--- config.mk ---
export PLATFORM = sky130hd
export DESIGN_NAME = ps2_voice_allocator_flat
export DESIGN_NICKNAME = d
export VERILOG_FILES = /design/src/rtl/ps2_voice_allocator_if.sv /design/src/rtl/ps2_voice_allocator.sv /design/src/flat_wrapper.sv
export SDC_FILE = /design/constraint.sdc
export NUM_CORES = 1
export LEC_CHECK = 0
export ABC_AREA = 1
export CAP_MARGIN = 5
export CORE_AREA = 3 3 128 93
export CTS_CLUSTER_DIAMETER = 150
export DETAILED_ROUTE_END_ITERATION = 12
export DIE_AREA = 0 0 131 96
export GPL_TIMING_DRIVEN = 0
export PLACE_DENSITY = 0.55
export SLEW_MARGIN = 20
export SYNTH_ARGS = -nofsm -noshare
export SYNTH_HDL_FRONTEND = slang
export SYNTH_SLANG_ARGS = --single-unit
export TNS_END_PERCENT = 10
--- constraint.sdc ---
create_clock -name clk -period 1.7 [get_ports clk]
set_clock_uncertainty 0.2 [all_clocks]
set_input_delay 0.17 -clock clk [delete_from_list [all_inputs] [get_ports clk]]
set_output_delay 0.17 -clock clk [all_outputs]
set_load 0.03 [all_outputs]
--- src/rtl/ps2_voice_allocator_if.sv ---
// ps2_voice_allocator_if
//
// Groups the scancode input and the voice-state outputs of the
// ps2_voice_allocator.
//   rx_data        8           scancode byte
//   rx_valid       1           one-cycle strobe marking rx_data valid
//   key_held       18          bitmap of held keys (bit n = note n)
//   voice_active   NUM_VOICES  voice v is sounding
//   voice_key      5*NUM_VOICES note per voice, field v = [5v+4:5v]
//   voice_start    NUM_VOICES  one-cycle retrigger pulse per voice
//   alloc_overflow 1           one-cycle pulse: make found no free voice
//   parse_state    2           debug view of the parser FSM state
//
// Handshake: rx_valid/rx_data is a push-only strobe with no ready. The
// consumer accepts every cycle in which rx_valid is high; the producer
// may assert it on back-to-back cycles and never holds a byte waiting.
//
// Modports: slave = allocator side, master = byte producer / observer.
interface ps2_voice_allocator_if #(
  parameter int NUM_VOICES = 4
);
  logic [7:0]              rx_data;
  logic                    rx_valid;
  logic [17:0]             key_held;
  logic [NUM_VOICES-1:0]   voice_active;
  logic [5*NUM_VOICES-1:0] voice_key;
  logic [NUM_VOICES-1:0]   voice_start;
  logic                    alloc_overflow;
  logic [1:0]              parse_state;

  modport slave (
    input  rx_data, rx_valid,
    output key_held, voice_active, voice_key, voice_start,
           alloc_overflow, parse_state
  );

  modport master (
    output rx_data, rx_valid,
    input  key_held, voice_active, voice_key, voice_start,
           alloc_overflow, parse_state
  );
endinterface

--- src/rtl/ps2_voice_allocator.sv ---
// ps2_voice_allocator
//
// Parses the PS/2 scancode byte stream into make/break events for 18
// synth keys, tracks held keys and shares NUM_VOICES tone generators
// among them with age ranking (rank 0 = youngest).
//
// Ports:
//   clk    system clock
//   reset  asynchronous, active-high; clears all state
//   bus    ps2_voice_allocator_if.slave (rx_data/rx_valid in; key_held,
//          voice_active, voice_key, voice_start, alloc_overflow and the
//          parse_state debug view out)
//
// Build option: define VOICE_STEAL_EN to steal the oldest voice when all
// voices are busy; otherwise the new note is dropped (it is still marked
// held). alloc_overflow pulses in both builds.
module ps2_voice_allocator #(
  parameter int NUM_VOICES = 4
) (
  input logic                   clk,
  input logic                   reset,
  ps2_voice_allocator_if.slave  bus
);

  localparam int RW = $clog2(NUM_VOICES);

  typedef enum logic [1:0] {
    IDLE      = 2'd0,
    BREAK     = 2'd1,
    EXT       = 2'd2,
    EXT_BREAK = 2'd3
  } state_t;

  state_t                  state_q, state_d;
  logic [17:0]             key_held_q, key_held_d;
  logic [NUM_VOICES-1:0]   voice_active_q, voice_active_d;
  logic [5*NUM_VOICES-1:0] voice_key_q, voice_key_d;
  logic [NUM_VOICES-1:0]   voice_start_q, voice_start_d;
  logic                    alloc_overflow_q, alloc_overflow_d;
  logic [RW-1:0]           rank_q [NUM_VOICES];
  logic [RW-1:0]           rank_d [NUM_VOICES];

  logic [5:0]              map_hit_note;
  logic [4:0]              note;
  logic                    make_ev;
  logic                    brk_ev;
  logic [NUM_VOICES-1:0]   tgt;
  logic                    has_free;
  logic [RW-1:0]           tgt_rank;
  logic                    do_assign;

  // Returns {mapped, note[4:0]}.
  function automatic logic [5:0] map_code(input logic [7:0] code);
    logic [5:0] r;
    case (code)
      8'h1C: r = {1'b1, 5'd0};
      8'h1D: r = {1'b1, 5'd1};
      8'h1B: r = {1'b1, 5'd2};
      8'h24: r = {1'b1, 5'd3};
      8'h23: r = {1'b1, 5'd4};
      8'h2B: r = {1'b1, 5'd5};
      8'h2C: r = {1'b1, 5'd6};
      8'h34: r = {1'b1, 5'd7};
      8'h35: r = {1'b1, 5'd8};
      8'h33: r = {1'b1, 5'd9};
      8'h3C: r = {1'b1, 5'd10};
      8'h3B: r = {1'b1, 5'd11};
      8'h42: r = {1'b1, 5'd12};
      8'h44: r = {1'b1, 5'd13};
      8'h4B: r = {1'b1, 5'd14};
      8'h4D: r = {1'b1, 5'd15};
      8'h4C: r = {1'b1, 5'd16};
      8'h52: r = {1'b1, 5'd17};
      default: r = 6'd0;
    endcase
    return r;
  endfunction

  always_comb begin
    state_d          = state_q;
    key_held_d       = key_held_q;
    voice_active_d   = voice_active_q;
    voice_key_d      = voice_key_q;
    voice_start_d    = '0;
    alloc_overflow_d = 1'b0;
    for (int v = 0; v < NUM_VOICES; v++) rank_d[v] = rank_q[v];

    map_hit_note = map_code(bus.rx_data);
    note         = map_hit_note[4:0];
    make_ev      = 1'b0;
    brk_ev       = 1'b0;

    // Parser: one byte per rx_valid, no stall.
    if (bus.rx_valid) begin
      case (state_q)
        IDLE: begin
          if (bus.rx_data == 8'hF0)      state_d = BREAK;
          else if (bus.rx_data == 8'hE0) state_d = EXT;
          else                           make_ev = map_hit_note[5];
        end
        BREAK: begin
          brk_ev  = map_hit_note[5];
          state_d = IDLE;
        end
        EXT: begin
          if (bus.rx_data == 8'hF0) state_d = EXT_BREAK;
          else                      state_d = IDLE;
        end
        default: state_d = IDLE;  // EXT_BREAK: extended keys are never notes
      endcase
    end

    // Lowest-index free voice (scan high to low so the lowest wins).
    tgt = '0;
    for (int v = NUM_VOICES - 1; v >= 0; v--) begin
      if (!voice_active_q[v]) begin
        tgt    = '0;
        tgt[v] = 1'b1;
      end
    end
    has_free = |tgt;

`ifdef VOICE_STEAL_EN
    // All busy: the oldest voice is the victim.
    if (!has_free) begin
      for (int v = 0; v < NUM_VOICES; v++) begin
        if (rank_q[v] == RW'(NUM_VOICES - 1)) tgt[v] = 1'b1;
      end
    end
`endif

    tgt_rank = '0;
    for (int v = 0; v < NUM_VOICES; v++) begin
      if (tgt[v]) tgt_rank = rank_q[v];
    end

    // A make for an already held key is a typematic repeat and ignored.
    do_assign = 1'b0;
    if (make_ev && !key_held_q[note]) begin
      key_held_d[note] = 1'b1;
      alloc_overflow_d = !has_free;
`ifdef VOICE_STEAL_EN
      do_assign = 1'b1;
`else
      do_assign = has_free;
`endif
    end

    // Assigned voice becomes youngest; voices younger than it age by one,
    // which keeps the ranks a permutation.
    if (do_assign) begin
      for (int v = 0; v < NUM_VOICES; v++) begin
        if (tgt[v]) begin
          voice_key_d[5*v +: 5] = note;
          voice_active_d[v]     = 1'b1;
          voice_start_d[v]      = 1'b1;
          rank_d[v]             = '0;
        end else if (rank_q[v] < tgt_rank) begin
          rank_d[v] = rank_q[v] + 1'b1;
        end
      end
    end

    // Break of a held key silences any voice still playing it; voice_key
    // keeps the old note. A stolen or dropped note simply has no voice.
    if (brk_ev && key_held_q[note]) begin
      key_held_d[note] = 1'b0;
      for (int v = 0; v < NUM_VOICES; v++) begin
        if (voice_active_q[v] && (voice_key_q[5*v +: 5] == note))
          voice_active_d[v] = 1'b0;
      end
    end
  end

  always_ff @(posedge clk or posedge reset) begin
    if (reset) begin
      state_q          <= IDLE;
      key_held_q       <= '0;
      voice_active_q   <= '0;
      voice_key_q      <= '0;
      voice_start_q    <= '0;
      alloc_overflow_q <= 1'b0;
      for (int v = 0; v < NUM_VOICES; v++) rank_q[v] <= RW'(v);
    end else begin
      state_q          <= state_d;
      key_held_q       <= key_held_d;
      voice_active_q   <= voice_active_d;
      voice_key_q      <= voice_key_d;
      voice_start_q    <= voice_start_d;
      alloc_overflow_q <= alloc_overflow_d;
      for (int v = 0; v < NUM_VOICES; v++) rank_q[v] <= rank_d[v];
    end
  end

  assign bus.key_held       = key_held_q;
  assign bus.voice_active   = voice_active_q;
  assign bus.voice_key      = voice_key_q;
  assign bus.voice_start    = voice_start_q;
  assign bus.alloc_overflow = alloc_overflow_q;
  assign bus.parse_state    = state_q;

endmodule
--- src/flat_wrapper.sv ---
// flat-port wrapper written by rule: the top's interface ports become plain ports
module ps2_voice_allocator_flat 
#(
  parameter int NUM_VOICES = 4
)
  (clk, reset, bus_rx_data, bus_rx_valid, bus_key_held, bus_voice_active, bus_voice_key, bus_voice_start, bus_alloc_overflow, bus_parse_state);
  ps2_voice_allocator_if #(.NUM_VOICES(NUM_VOICES)) bus_i ();
  input logic clk;
  input logic reset;
  input wire logic [$bits(bus_i.rx_data)-1:0] bus_rx_data;
  input wire logic [$bits(bus_i.rx_valid)-1:0] bus_rx_valid;
  output wire logic [$bits(bus_i.key_held)-1:0] bus_key_held;
  output wire logic [$bits(bus_i.voice_active)-1:0] bus_voice_active;
  output wire logic [$bits(bus_i.voice_key)-1:0] bus_voice_key;
  output wire logic [$bits(bus_i.voice_start)-1:0] bus_voice_start;
  output wire logic [$bits(bus_i.alloc_overflow)-1:0] bus_alloc_overflow;
  output wire logic [$bits(bus_i.parse_state)-1:0] bus_parse_state;
  assign bus_i.rx_data = bus_rx_data;
  assign bus_i.rx_valid = bus_rx_valid;
  assign bus_key_held = bus_i.key_held;
  assign bus_voice_active = bus_i.voice_active;
  assign bus_voice_key = bus_i.voice_key;
  assign bus_voice_start = bus_i.voice_start;
  assign bus_alloc_overflow = bus_i.alloc_overflow;
  assign bus_parse_state = bus_i.parse_state;
  ps2_voice_allocator #(.NUM_VOICES(NUM_VOICES)) u_core (.clk(clk), .reset(reset), .bus(bus_i));
endmodule
==> results.ini, run 1 <==
[outcome]
status = finished, violations left
violations = negative setup slack

[power]
powerDensity_nw_per_um2 = 696
ir_drop_mv = 0.477
power_leakage_nw = 2.76
power_mw = 3.62

[final_layout]
finalInstanceArea_sq_um = 5200
instances_no_fill = 732
area_growth_pct = 62.1
num_antenna_cells = 0
drive_above_1_share_pct = 35.1
finalNetCount = 589

[job]
cap_violations = 0

[synthesis]
synth_area_sq_um = 3210
async_reset_ff_share_pct = 100
synth-edff-count = 0
ys_types = 31
synth_top_area_share_pct = 38.2
syn-num-nets = 471
synth_area_per_cell_sq_um = 6.97
synth-main-ff-cell = dfrtp_1
yosysWarnings = 0
synthCells = 460
yosys_register_bits = 49
synth_area_leader_cell = dfrtp_1
synth.area.top_cells = dfrtp_1, nand2_1, inv_1
ys_seq_area_share_pct = 38.2

[placed_design]
hpwl_um = 7430
io_buffers = 58
dp.cells = 672
gp_congestion = 0.906
placed_cell_area_sq_um = 4170

[clocking]
cts_num_sinks = 49
cts-root-buf = clkbuf_16
cts_hold_buf = 0
cts_tree = yes
worstSkewPairLatency_ns = 0.29
clk_pin_slew_ns = 0.07
cts_buffers = 5
clk_path_buf_depth = 2
htree_num_levels = 2

[worst_setup_path]
r2r_slack_ns = -0.20
slowest_delay_ns = 0.16
r2r-end = u_core.bus.key_held[15]
cp.arrival_ns = 2.11
crit_chain = buf_4, inv_4, nand2_2, nor2_4, nand2_2, nand3_4, inv_2, nand2_4, buf_4, nand3_2, nand2_2, nor2_4, nor2_4, nor2_4, buf_6, buf_4, buf_8, nand4_1, nand2_1, nand2_1, inv_1
cp-end-kind = register
critPathTopFamily = simple AND/OR/NAND/NOR gates
reg2reg_depth = 15
r2r_start = u_core.bus.key_held[9]
path_common_cell = nor2_4
crit_type = in -> reg
critPathRequiredTime_ns = 1.68
cp-start-kind = input port
cp_slowest_cell = buf_4
cp_max_fo = 6
cp_num_buf_inv = 8

[drt]
wl_per_cell_um = 14.4
initialDrtViolationCount = 214
vias_per_cell = 4.58
top_layer = met4
num_vias = 3354
wl_met1_um = 5280
drc = 0
wl_met2_um = 4510
dr.pass1.iters = 5
route.met3.wl_um = 654
ant_nets = 0
postRouteWirelength_um = 10500

[sta]
fmax_ghz = 0.469
tightest_slew_ns = 0.645
slew_headroom_pct = 56.9
finalCritPeriodShare_pct = 126
tns_ns = -17.16
post-route-min-period_ns = 2.13
final-max-slew-violation-count = 0
setup_slack_ns = -0.434
whs_ns = 0.0947
final_hold_viol_count = 0
setup_viol = 47
rsz0062_at_grt = yes

[grt]
grt_pass1_wl_um = 17200
grt_use_total_pct = 17.6
grt_start_max_net_pins = 28
grt_pass1_vias = 3322
overflow = 0
antenna_found_initial = 0

[die]
fp-row-count = 32
die_w_um = 131
dieArea_sq_um = 12600
core_area_sq_um = 10900
die_h_um = 96
initial_core_util_pct = 29.6
ios = 60

[min_path]
hp-class = in -> async

-- per-layer routing --
| metal | GRT usage [%] | vias to the layer above |
|---|---|---|
| met3 | 3.66 | 6 |
| met5 | 0 | - |
| li1 | - | 1691 |
| met4 | 3.17 | 0 |
| met2 | 25.4 | 98 |
| met1 | 27.0 | 1559 |
-- final cells by class --
type | instances | area (sq um)
Inverter | 79 | 318
Sequential cell | 49 | 1230
Tap cell | 153 | 191
Clock buffer | 6 | 139
Clock inverter | 2 | 13.8
Fill cell | 1050 | 5650
Timing Repair Buffer | 111 | 1040
Multi-Input combinational cell | 315 | 2050
Buffer | 17 | 221
-- worst reg2reg max path: stages, from the launching register on --
cell	delay, ns
dfrtp_1	0.37
inv_1	0.09
o21bai_1	0.12
nand2_1	0.07
nand2_1	0.05
nand2_1	0.05
nand2_1	0.06
nand2_2	0.08
nor2_4	0.17
buf_6	0.14
buf_4	0.11
buf_8	0.10
nand4_1	0.07
nand2_1	0.07
nand2_1	0.05
inv_1	0.04
-- stage by stage --
step	util (%)	worst slack [ns]
floorplan	-	-0.441
global placement	38.1	-1.67
detailed placement	38.4	-1.68
CTS	46.8	-0.388
global route	47.9	-0.568
finish	47.9	-0.434
-- registers in the layout, indices dropped and copies added, names as in the netlist --
| signal | count |
|---|---|
| u_core.bus.voice_active | 4 |
| u_core.bus.alloc_overflow | 1 |
| u_core.bus.voice_start | 4 |
| u_core.bus.voice_key | 20 |
| u_core.bus.key_held | 18 |
| u_core.bus.parse_state | 2 |
-- cell usage after synthesis, types with 3 or more instances --
library cell,instances
nand2_1,142
inv_1,72
dfrtp_1,49
nand3_1,40
nor2_1,30
nand4_1,26
o21ai_0,16
xnor2_1,10
buf_2,8
o21ai_1,8
inv_2,7
nor3_1,7
o21ai_2,6
buf_6,4
nand3_2,4
nor2_2,4
xor2_1,4
buf_4,3
nand2_2,3
nor2_4,3
-- worst max-delay path by stage --
stage	start	end	slack, ns	cells after the start
3_5_place_dp	bus_rx_data[0]	u_core.bus.key_held[5]	-1.68	16
4_1_cts	bus_rx_data[2]	u_core.bus.voice_key[10]	-0.39	19
6_report	bus_rx_data[0]	u_core.bus.key_held[9]	-0.43	21
5_1_grt	bus_rx_data[2]	u_core.bus.key_held[11]	-0.57	18
3_3_place_gp	bus_rx_data[0]	u_core.bus.key_held[1]	-1.67	16
2_1_floorplan	bus_rx_data[1]	u_core.bus.voice_key[12]	-0.44	18
-- cells by family after synthesis --
kind of cell	Yosys count	share of synthesized area, %
AO/OA/AOI/OAI	36	6.86
XOR/XNOR	14	3.82
flip-flops	49	38.2
buffers and inverters	96	12.8
AND/OR/NAND/NOR	265	38.3
-- cells in the final DEF (no fill, tap or decap), types with 2 or more instances in the layout --
cell type	synthesis	final
buf_16	0	2
dlymetal6s2s_1	0	3
nor2_2	4	5
a21oi_1	2	2
o21ai_2	6	9
inv_2	7	11
nor3_1	7	6
buf_6	4	17
inv_4	0	5
nor2_4	3	21
buf_12	0	3
nand3_4	0	7
nand3_1	40	30
dlygate4sd2_1	0	43
clkdlybuf4s50_1	0	5
xnor2_1	10	10
nand2_1	142	103
clkbuf_16	0	6
buf_4	3	44
or2_2	2	2
nand2_2	3	24
inv_1	72	61
nand4_1	26	26
o21ai_1	8	12
dfrtp_1	49	49
nor3_4	1	2
xor2_1	4	4
buf_8	0	7
nand3_2	4	7
nand2_4	0	17
o21ai_0	16	8
nor2_1	30	11
clkbuf_8	0	3
-- report_power, final --
part | internal [mW] | switching (mW)
Sequential | 1.23 | 0.0811
Combinational | 0.546 | 0.743
Clock | 0.586 | 0.434
-- timing repair --
item | 4_1_cts | 5_1_grt
pin swaps | 43 | 25
setup endpoints to repair | 92 | 50
gates cloned | 4 | 0
setup buffers | 42 | 7
resized for setup | 209 | 23
Note: power is estimated with default switching activity, not from simulation.
==> run 2: changes to the inputs <==
Settings changed: GPL_ROUTABILITY_DRIVEN set to 0, SLEW_MARGIN 20 to 10.
==> results.ini, run 2 (synthesis results as in run 1) <==
[outcome]
status = finished, violations left  ; unchanged
violations = negative setup slack  ; unchanged

[worst_setup_path]
crit_type = in -> reg  ; unchanged
critPathRequiredTime_ns = 1.68  ; about the same
cp.arrival_ns = 2.17  ; was 2.11 ns
cp_max_fo = 5  ; was 6
cp-start-kind = input port  ; unchanged
path_common_cell = nand2_2  ; was nor2_4
crit_chain = buf_2, nand2_2, nor2_4, nand3_4, nand3_4, nor2_4, buf_12, nand2_4, nand2_2, nand2_1, nand2_1, nand2_1, nand2_2, nor2_4, buf_6, nand4_4, buf_8, nand2_2, o21ai_2  ; was buf_4, inv_4, nand2_2, nor2_4, nand2_2, nand3_4, inv_2, nand2_4, buf_4, nand3_2, nand2_2, nor2_4, nor2_4, nor2_4, buf_6, buf_4, buf_8, nand4_1, nand2_1, nand2_1, inv_1
cp-end-kind = register  ; unchanged
slowest_delay_ns = 0.20  ; was 0.16 ns
cp_slowest_cell = nor2_4  ; was buf_4

[sta]
slew_headroom_pct = 75.6  ; was 56.9%
final-max-slew-violation-count = 0  ; unchanged
finalCritPeriodShare_pct = 128  ; was 126%
setup_viol = 47  ; unchanged
final_hold_viol_count = 0  ; unchanged
post-route-min-period_ns = 2.18  ; was 2.13 ns
rsz0062_at_grt = yes  ; unchanged
tightest_slew_ns = 0.363  ; was 0.645 ns
tns_ns = -19.46  ; was -17.16 ns
setup_slack_ns = -0.483  ; was -0.434 ns
fmax_ghz = 0.458  ; was 0.469 GHz

[job]
cap_violations = 0  ; unchanged

[grt]
antenna_found_initial = 0  ; unchanged
grt_use_total_pct = 17.5  ; was 17.6%
grt_pass1_wl_um = 17100  ; was 17200 um
grt_pass1_vias = 3339  ; was 3322
grt_start_max_net_pins = 37  ; was 28
overflow = 0  ; unchanged

[clocking]
clk_pin_slew_ns = 0.07  ; about the same
cts-root-buf = clkbuf_16  ; unchanged
worstSkewPairLatency_ns = 0.29  ; about the same
cts_tree = yes  ; unchanged
htree_num_levels = 2  ; unchanged
cts_buffers = 5  ; unchanged
cts_num_sinks = 49  ; unchanged
clk_path_buf_depth = 2  ; unchanged

[drt]
drc = 0  ; unchanged
vias_per_cell = 4.63  ; was 4.58
postRouteWirelength_um = 10600  ; was 10500 um
ant_nets = 0  ; unchanged
wl_per_cell_um = 14.7  ; was 14.4 um
dr.pass1.iters = 4  ; was 5
num_vias = 3330  ; was 3354
initialDrtViolationCount = 231  ; was 214

[power]
powerDensity_nw_per_um2 = 677  ; was 696 nW/um^2
combPwrFrac_pct = 33.2  ; was 35.6%
power_frac_clock_pct = 28.6  ; was 28.2%
ir_drop_mv = 0.448  ; was 0.477 mV
power.share.switching_pct = 35.3  ; was 34.8%
p_sw_mw = 1.21  ; was 1.26 mW
power_mw = 3.42  ; was 3.62 mW
power_leakage_nw = 2.63  ; was 2.76 nW
p_int_mw = 2.21  ; was 2.36 mW
seqPwrFrac_pct = 38.2  ; was 36.2%

[final_layout]
area_growth_pct = 57.4  ; was 62.1%
regArea_sq_um = 1230  ; unchanged
multi_input_area_sq_um = 2030  ; was 2050 sq um
finalNetCount = 576  ; was 589
drive_above_1_share_pct = 33.4  ; was 35.1%
fill_cells = 1087  ; was 1050
largest_reg_flops = 20  ; unchanged
final_cell_mix = nand2_1, inv_1, dfrtp_1  ; unchanged
num_antenna_cells = 0  ; unchanged
final_common_cell = nand2_1  ; unchanged

[die]
ios = 60  ; unchanged
die_h_um = 96  ; unchanged
die_w_um = 131  ; unchanged
core_area_sq_um = 10900  ; unchanged
dieArea_sq_um = 12600  ; unchanged
initial_core_util_pct = 29.6  ; unchanged
fp-row-count = 32  ; unchanged

[placed_design]
dp_slack_ns = -1.68  ; about the same
hpwl_um = 7360  ; was 7430 um
io_buffers = 58  ; unchanged

[min_path]
hp-class = in -> reg  ; was in -> async

[run 2: through the flow]
step / utilization (%) / instance area, sq um / hold WS, ns / cells
floorplan: - / 3370 / 0.164 / 460
global placement: 38.1 / 4140 / 0.316 / 671
detailed placement: 38.3 / 4160 / 0.264 / 672
CTS: 45.3 / 4910 / 0.111 / 715
global route: 46.5 / 5050 / 0.193 / 719
finish: 46.5 / 5050 / 0.124 / 719
[run 2: repair_timing]
item,CTS,global route
gates cloned,2,0
resized for setup,189,31
setup buffers,32,4
hold buffers,1,0
hold endpoints to repair,13,0
pin swaps,47,19
setup endpoints to repair,92,51
[run 2: layout make-up]
cell class,instances,area share (%)
Tap cell,153,3.79
Multi-Input combinational cell,315,40.2
Buffer,17,4.39
Clock buffer,5,2.48
Sequential cell,49,24.3
Timing Repair Buffer,98,18.1
Clock inverter,3,0.347
Inverter,79,6.39
[run 2: critical path: cells and delay by family]
kind / cells / cell delay (ns)
AO/OA/AOI/OAI: 1 / 0.05
buffers and inverters: 4 / 0.62
AND/OR/NAND/NOR: 14 / 1.32
[run 2: final timing paths]
check	from	to	slack [ns]	cells past startpoint
worst min register to register	u_core.bus.voice_key[7]	u_core.bus.voice_key[7]	0.33	2
max in group asynchronous	reset	u_core.bus.key_held[7]	0.29	4
worst min-delay path	bus_rx_data[7]	u_core.bus.parse_state[1]	0.12	4
min in group asynchronous	reset	u_core.bus.voice_start[3]	0.51	3
worst max register to register	u_core.bus.key_held[9]	u_core.bus.voice_key[11]	-0.23	13
worst max-delay path	bus_rx_data[5]	u_core.bus.voice_key[11]	-0.48	19
[run 2: power groups by stage]
stage,Combinational (mW),Clock [mW],Sequential [mW]
floorplan,0.499,0,1.43
global placement,0.909,0,1.33
detailed placement,0.923,0,1.33
CTS,1.10,1.02,1.31
global route,1.24,1.05,1.32
finish,1.14,0.977,1.31
[run 2: per-layer routing]
layer  up-vias  track usage (%)  routed length (um)
li1       1664                -                   -
met1      1571             26.0                5040
met2        84             26.2                4700
met3        11             3.99                 745
met4         0             3.25                  96
met5         -                0                   0
